===== src/rtl/lut_loader.sv =====
// Run-time loader for the activation lookup tables: accepts a serial word stream
// and writes it into a two-port BRAM as even/odd address pairs, one pair per write cycle.
module lut_loader #(
    parameter int LUT_ADDR_SIZE = 10,
    parameter int LUT_DEPTH     = 1 << LUT_ADDR_SIZE,
    parameter int LUT_WIDTH     = 9
) (
    input  logic                     clk,
    input  logic                     rst,
    input  logic                     start,
    input  logic [LUT_WIDTH-1:0]     data_in,
    input  logic                     data_in_valid,
    output logic                     data_in_ready,
    output logic                     writeEnable0,
    output logic [LUT_ADDR_SIZE-1:0] writeAddress0,
    output logic [LUT_WIDTH-1:0]     writeData0,
    output logic                     writeEnable1,
    output logic [LUT_ADDR_SIZE-1:0] writeAddress1,
    output logic [LUT_WIDTH-1:0]     writeData1,
    output logic                     busy,
    output logic                     done
);

    typedef enum logic [1:0] {
        IDLE,
        LOAD,
        DONE
    } state_t;

    localparam logic [LUT_ADDR_SIZE:0]   LAST_WORD = (LUT_ADDR_SIZE+1)'(LUT_DEPTH - 1);
    localparam logic [LUT_ADDR_SIZE:0]   COUNT_ONE = (LUT_ADDR_SIZE+1)'(1);
    localparam logic [LUT_ADDR_SIZE-1:0] ADDR_LSB  = LUT_ADDR_SIZE'(1);

    state_t                 state;
    state_t                 next_state;
    logic [LUT_ADDR_SIZE:0] word_count;
    logic [LUT_WIDTH-1:0]   hold;
    logic                   accept;

    always_comb begin
        next_state    = state;
        data_in_ready = 1'b0;
        busy          = 1'b0;
        done          = 1'b0;
        accept        = 1'b0;
        case (state)
            IDLE: begin
                if (start) begin
                    next_state = LOAD;
                end
            end
            LOAD: begin
                data_in_ready = 1'b1;
                busy          = 1'b1;
                accept        = data_in_valid;
                if (data_in_valid && (word_count == LAST_WORD)) begin
                    next_state = DONE;
                end
            end
            DONE: begin
                busy       = 1'b1;
                done       = 1'b1;
                next_state = IDLE;
            end
            default: next_state = IDLE;
        endcase
    end

    // Even words wait in the hold register; the odd word completes the pair and
    // both ports are written together on the following cycle.
    always_ff @(posedge clk) begin
        if (rst) begin
            state         <= IDLE;
            word_count    <= '0;
            hold          <= '0;
            writeEnable0  <= 1'b0;
            writeEnable1  <= 1'b0;
            writeAddress0 <= '0;
            writeAddress1 <= '0;
            writeData0    <= '0;
            writeData1    <= '0;
        end else begin
            state        <= next_state;
            writeEnable0 <= 1'b0;
            writeEnable1 <= 1'b0;
            if ((state == IDLE) && start) begin
                word_count <= '0;
            end
            if (accept) begin
                word_count <= word_count + COUNT_ONE;
                if (!word_count[0]) begin
                    hold <= data_in;
                end else begin
                    writeEnable0  <= 1'b1;
                    writeEnable1  <= 1'b1;
                    writeAddress0 <= word_count[LUT_ADDR_SIZE-1:0] & ~ADDR_LSB;
                    writeAddress1 <= word_count[LUT_ADDR_SIZE-1:0];
                    writeData0    <= hold;
                    writeData1    <= data_in;
                end
            end
        end
    end

endmodule


===== config.mk =====
export PLATFORM = sky130hd
export DESIGN_NAME = lut_loader
export DESIGN_NICKNAME = d
export VERILOG_FILES = /design/src/rtl/lut_loader.sv
export SDC_FILE = /design/constraint.sdc
export NUM_CORES = 1
export LEC_CHECK = 0
export CORE_UTILIZATION = 30
export DETAILED_ROUTE_END_ITERATION = 6
export HOLD_SLACK_MARGIN = 0.06
export PLACE_DENSITY = 0.62
export SLEW_MARGIN = 20
export SYNTH_ARGS = -nofsm -noshare
export SYNTH_HDL_FRONTEND = slang
export SYNTH_SLANG_ARGS = --single-unit

===== constraint.sdc =====
create_clock -name clk -period 2 [get_ports clk]
set_clock_uncertainty 0.05 [all_clocks]
set_input_delay 0.4 -clock clk [delete_from_list [all_inputs] [get_ports clk]]
set_output_delay 0.4 -clock clk [all_outputs]
set_load 0.05 [all_outputs]

# Word level (Yosys, flattened, before mapping)
# Cells that the tools add are included.
op_classes:
  add_sub_neg: 1
  multipliers: 0
  div_mod_pow: 0
  order_cmp: 0
  n_eq_ne: 5
  n_shift: 0
  mux: 10
  bitwise: 2
  reduce_logical: 9
ops:
  columns: ["operator", "n"]
  rows:
  - ["11-bit 2-to-1 mux", 2]
  - ["11-bit by 1-bit adder with 11-bit output, second input constant", 1]
  - ["11-bit by 10-bit == test with 1-bit output, second input constant", 1]
  - ["2-bit AND reduction", 3]
  - ["1-bit 2-to-1 mux", 5]
  - ["2-bit 2-to-1 mux", 2]
  - ["2-bit inequality test, second input constant", 2]
  - ["2-bit one-hot mux with 2 select lines", 1]
  - ["2-bit OR reduction", 2]
  - ["2-bit by 1-bit == test with 1-bit output, second input constant", 1]
  - ["2-bit == test, second input constant", 1]
  - ["1-bit logical AND", 2]
  - ["2-bit zero test", 1]
  - ["1-bit inverter", 2]
  - ["2-bit nonzero test", 1]
totals:
  regBits: 60
  latch_bits: 0
  ramBits: 0
  romBits: 0
  in_bits: 13
  output_inout_bits: 43
  wordCells: 35
  memories: 0

# Depth between registers and ports, before layout
depth:
  ltp_word: 4
  mapped_depth: 8
  ltp_nobuf: 6

# Worst setup path before layout
# Ideal clock, no wire load.
synth_timing:
  path_type: "register to register"
  startpoint: "reg state[1]"
  endpoint: "reg writeAddress0[9]"
  setup_time_ps: 132
  t_arrival_ps: 1689
  required_time_ps: 1818
  setup_slack_ps: 129
  stages_incl_launch_ff: 9
  path_buffers: 2
  synth_period_minus_slack_ps: 1871
  path_cell_list: "dfxtp_1 -> inv_1 -> ha_1 -> and2_1 -> buf_4 -> nand2_2 -> buf_4 -> nand2_1 -> a21oi_1"
synth_between:
  elab_chain_len: 3
synth_lines:
  columns: ["item", "line_no", "text"]
  rows:
  - ["start: declaration", "34", "state_t state;"]
  - ["start signal: assignment", "83", "state <= next_state;"]
  - ["2-bit by 1-bit == test with 1-bit output", "46", "case (state)"]
  - ["1-bit 2-to-1 mux", "46", null]
  - ["2-bit AND reduction (no line)", null, null]
  - ["end signal: assignment", "96", "writeAddress0 <= word_count[LUT_ADDR_SIZE-1:0] & ~ADDR_LSB;"]
  - ["end: declaration", "15", "output logic [LUT_ADDR_SIZE-1:0] writeAddress0,"]
# No other way between the ends.
# A chain may end at the register's enable or synchronous reset.

==> metrics.cfg <==
[run_status]
run_status=completed

[clock_tree]
cts_made_buffers=5
cts_hold_repair.buffers=0
cts_max_level=2
cts_setup_buffers=0
cts_tree=done
clkLatencyLatePin_ns=0.30
clk_pin_slew_ns=0.09
cts_root_buf=clkbuf_8
cts_sinks=51
clock_path_buffers=2
postCtsResizedCells=0

[timing]
setup_viol=0
rsz0062_at_grt=false
fmax_ghz=0.513
relSlewSlack=0.662
maxSlewViolCount=0
fin_crit_sh=0.975
worst_pin_slew_ns=0.506
final_hold_viol_count=0
min_period_ns=1.95
setup_tns_ns=0

[global_route]
grt-ovfl-total=0
antenna_found_initial=0
grt_util_all_layers=0.131
grt_pass1_wl_um=7830
grt_use_met1=0.175
grt-busiest-layer=met2
grt_max_degree=22
grt_use_met2=0.209
grt_pass1_vias=1667
grt.met3_usage=0.0314

[logic_synthesis]
avgSynthCellArea_um2=8.13
synth_cells=263
synth_seq_cells=51
netlist.area_leader.share=0.478
synth.yosys.seq_area_share=0.478
yosys_warnings=0
synth_area_mm2=0.00214
netlist_top_cells_area=dfxtp_1 48%, nand2_1 14%, a21oi_1 9.6%, buf_4 5.6%, ha_1 3.5%
syn_nets=282
yosys.area.top_type=dfxtp_1
synth.distinct_cells=32

[floorplanning]
die_y_um=86.4
dieArea_mm2=0.00746
start_util=0.313
rows=30
io_pins=56
core_area_mm2=0.00683
fp.dieW_um=86.4

[worst_setup_path]
max_stage_delay_ns=0.82
path_cells=clkdlybuf4s50_1
critical_path_peak_fanout=3
critPathRequiredTime_ns=1.55
critical_path.startpoint=writeAddress1[3]$_SDFFE_PP0P_
crit_type=reg -> out
timing.rr.start=state[1]$_SDFFE_PP0P_
critPathTopFamily=buffers and inverters
arrival_ns=1.50
slowest_stage=clkdlybuf4s50_1
end_kind=output port
worstPathBufferInverterCount=1
start_kind=flop

[drt]
vias_per_cell=4.65
dr.first_iter.drc_count=180
vias=1877
drt_wl_total_um=4700
routedWlPerCell_um=11.6
dr.pass1.iters=4
ant_nets=0
drc=0

[cells_and_area]
areaGrowthSynthToFinish_pct=31.6
fillers=692
post-route-util=0.412
nets=327
ff_latch_area_mm2=0.00102
diodes=0
layout_common_cells=80 x nand2_1, 51 x dfxtp_1, 50 x clkdlybuf4s50_1, 41 x a21oi_1
final_common_cell=nand2_1
multi_input_comb_area_um2=940
drive_gt1_frac=0.0844

[power_and_ir_drop]
irDropWorstVdd_v=0.000386
power_leakage_nw=0.994
powerDensity_mw_per_mm2=823

[placement]
place.gp.congestion=0.828
io_buffers=54
dpl.hpwl_um=3290

[worst_hold_path]
hold_start=hold[3]$_SDFFE_PP0P_
hold_class=reg -> reg

[run]
cap_viol_max_count=0

[per-layer routing]
metal / routed length [um] / part of all wire
met1: 2310 / 0.49
met2: 2080 / 0.44
met3: 266 / 0.057
met4: 40 / 0.0085
met5: 0 / 0
[cells by family (layout without fill, tap and decap cells)]
family          after synthesis  after routing  synth area share
flops                        51             51             0.478
other cells                   1              1           0.00175
compound gates               52             52             0.132
simple gates                117            117             0.242
mux                           5              5            0.0246
xor+xnor                      1              1           0.00410
fa+ha+maj                     6              6            0.0351
buf+inv                      30             75            0.0831
[cell usage after synthesis]
cell / count
o311ai_0: 2
buf_4: 16
clkbuf_1: 4
ha_1: 6
buf_2: 4
or2_2: 3
inv_1: 5
and4_1: 2
nand2_1: 80
nand4b_1: 2
a22oi_1: 1
buf_1: 1
and2_1: 3
and4b_1: 1
mux2i_1: 3
nor2_1: 10
dfxtp_1: 51
conb_1: 1
nand2b_1: 3
mux2_2: 1
a31oi_1: 1
xnor2_1: 1
o2111ai_1: 2
o21ai_0: 4
nand3b_1: 1
a21oi_1: 41
and3_1: 3
o31ai_1: 1
nand3_1: 4
mux2_1: 1
nand2_2: 1
nand4_1: 4
[stage by stage]
stage	power, mW	hold WS [ns]	instance area, um^2	setup slack, ns	std cells
global route	2.45	0.431	2810	0.00665	404
finish	2.31	0.409	2810	0.0508	404
floorplan	1.49	0.382	2140	0.129	263
CTS	2.33	0.410	2810	0.0310	404
global placement	1.72	0.393	2720	0.0413	397
detailed placement	1.73	0.397	2720	-0.00430	397
[area by class of cell]
| type | count | area share |
|---|---|---|
| timing repair buffer | 63 | 0.221 |
| tap | 96 | 0.0427 |
| clock buffer | 6 | 0.0294 |
| multi-input combinational | 182 | 0.334 |
| clock inverter | 1 | 0.00312 |
| sequential | 51 | 0.363 |
| inverter | 5 | 0.00668 |
[report_power, final]
group          switching [mW]  internal (mW)  leakage [nW]
sequential             0.0388           1.06         0.412
clock                   0.332          0.279        0.0477
combinational           0.362          0.241         0.534
total                   0.733           1.58         0.994
[worst reg2reg max path, delay by kind of cell (launching register included)]
kind	cells	cell delay [ns]
compound gates	3	0.61
fa+ha+maj	1	0.28
simple gates	1	0.30
flops	1	0.39
buf+inv	1	0.11
[final timing paths]
check                               end  slack, ns  cells past startpoint
min          writeData0[3]$_SDFFE_PP0P_       0.41                      2
max reg2reg  word_count[8]$_SDFFE_PP0P_       0.22                      6
max                    writeAddress0[3]       0.05                      1
min reg2reg  writeData0[3]$_SDFFE_PP0P_       0.41                      2
[registers in the layout, indices dropped and copies added (netlist names)]
| name | flops |
|---|---|
| writeEnable1 | 1 |
| word_count | 11 |
| state | 2 |
| hold | 9 |
| writeData0 | 9 |
| writeAddress0 | 1 |
| writeAddress1 | 9 |
| writeData1 | 9 |
Note: power is estimated with default switching activity, not from simulation.
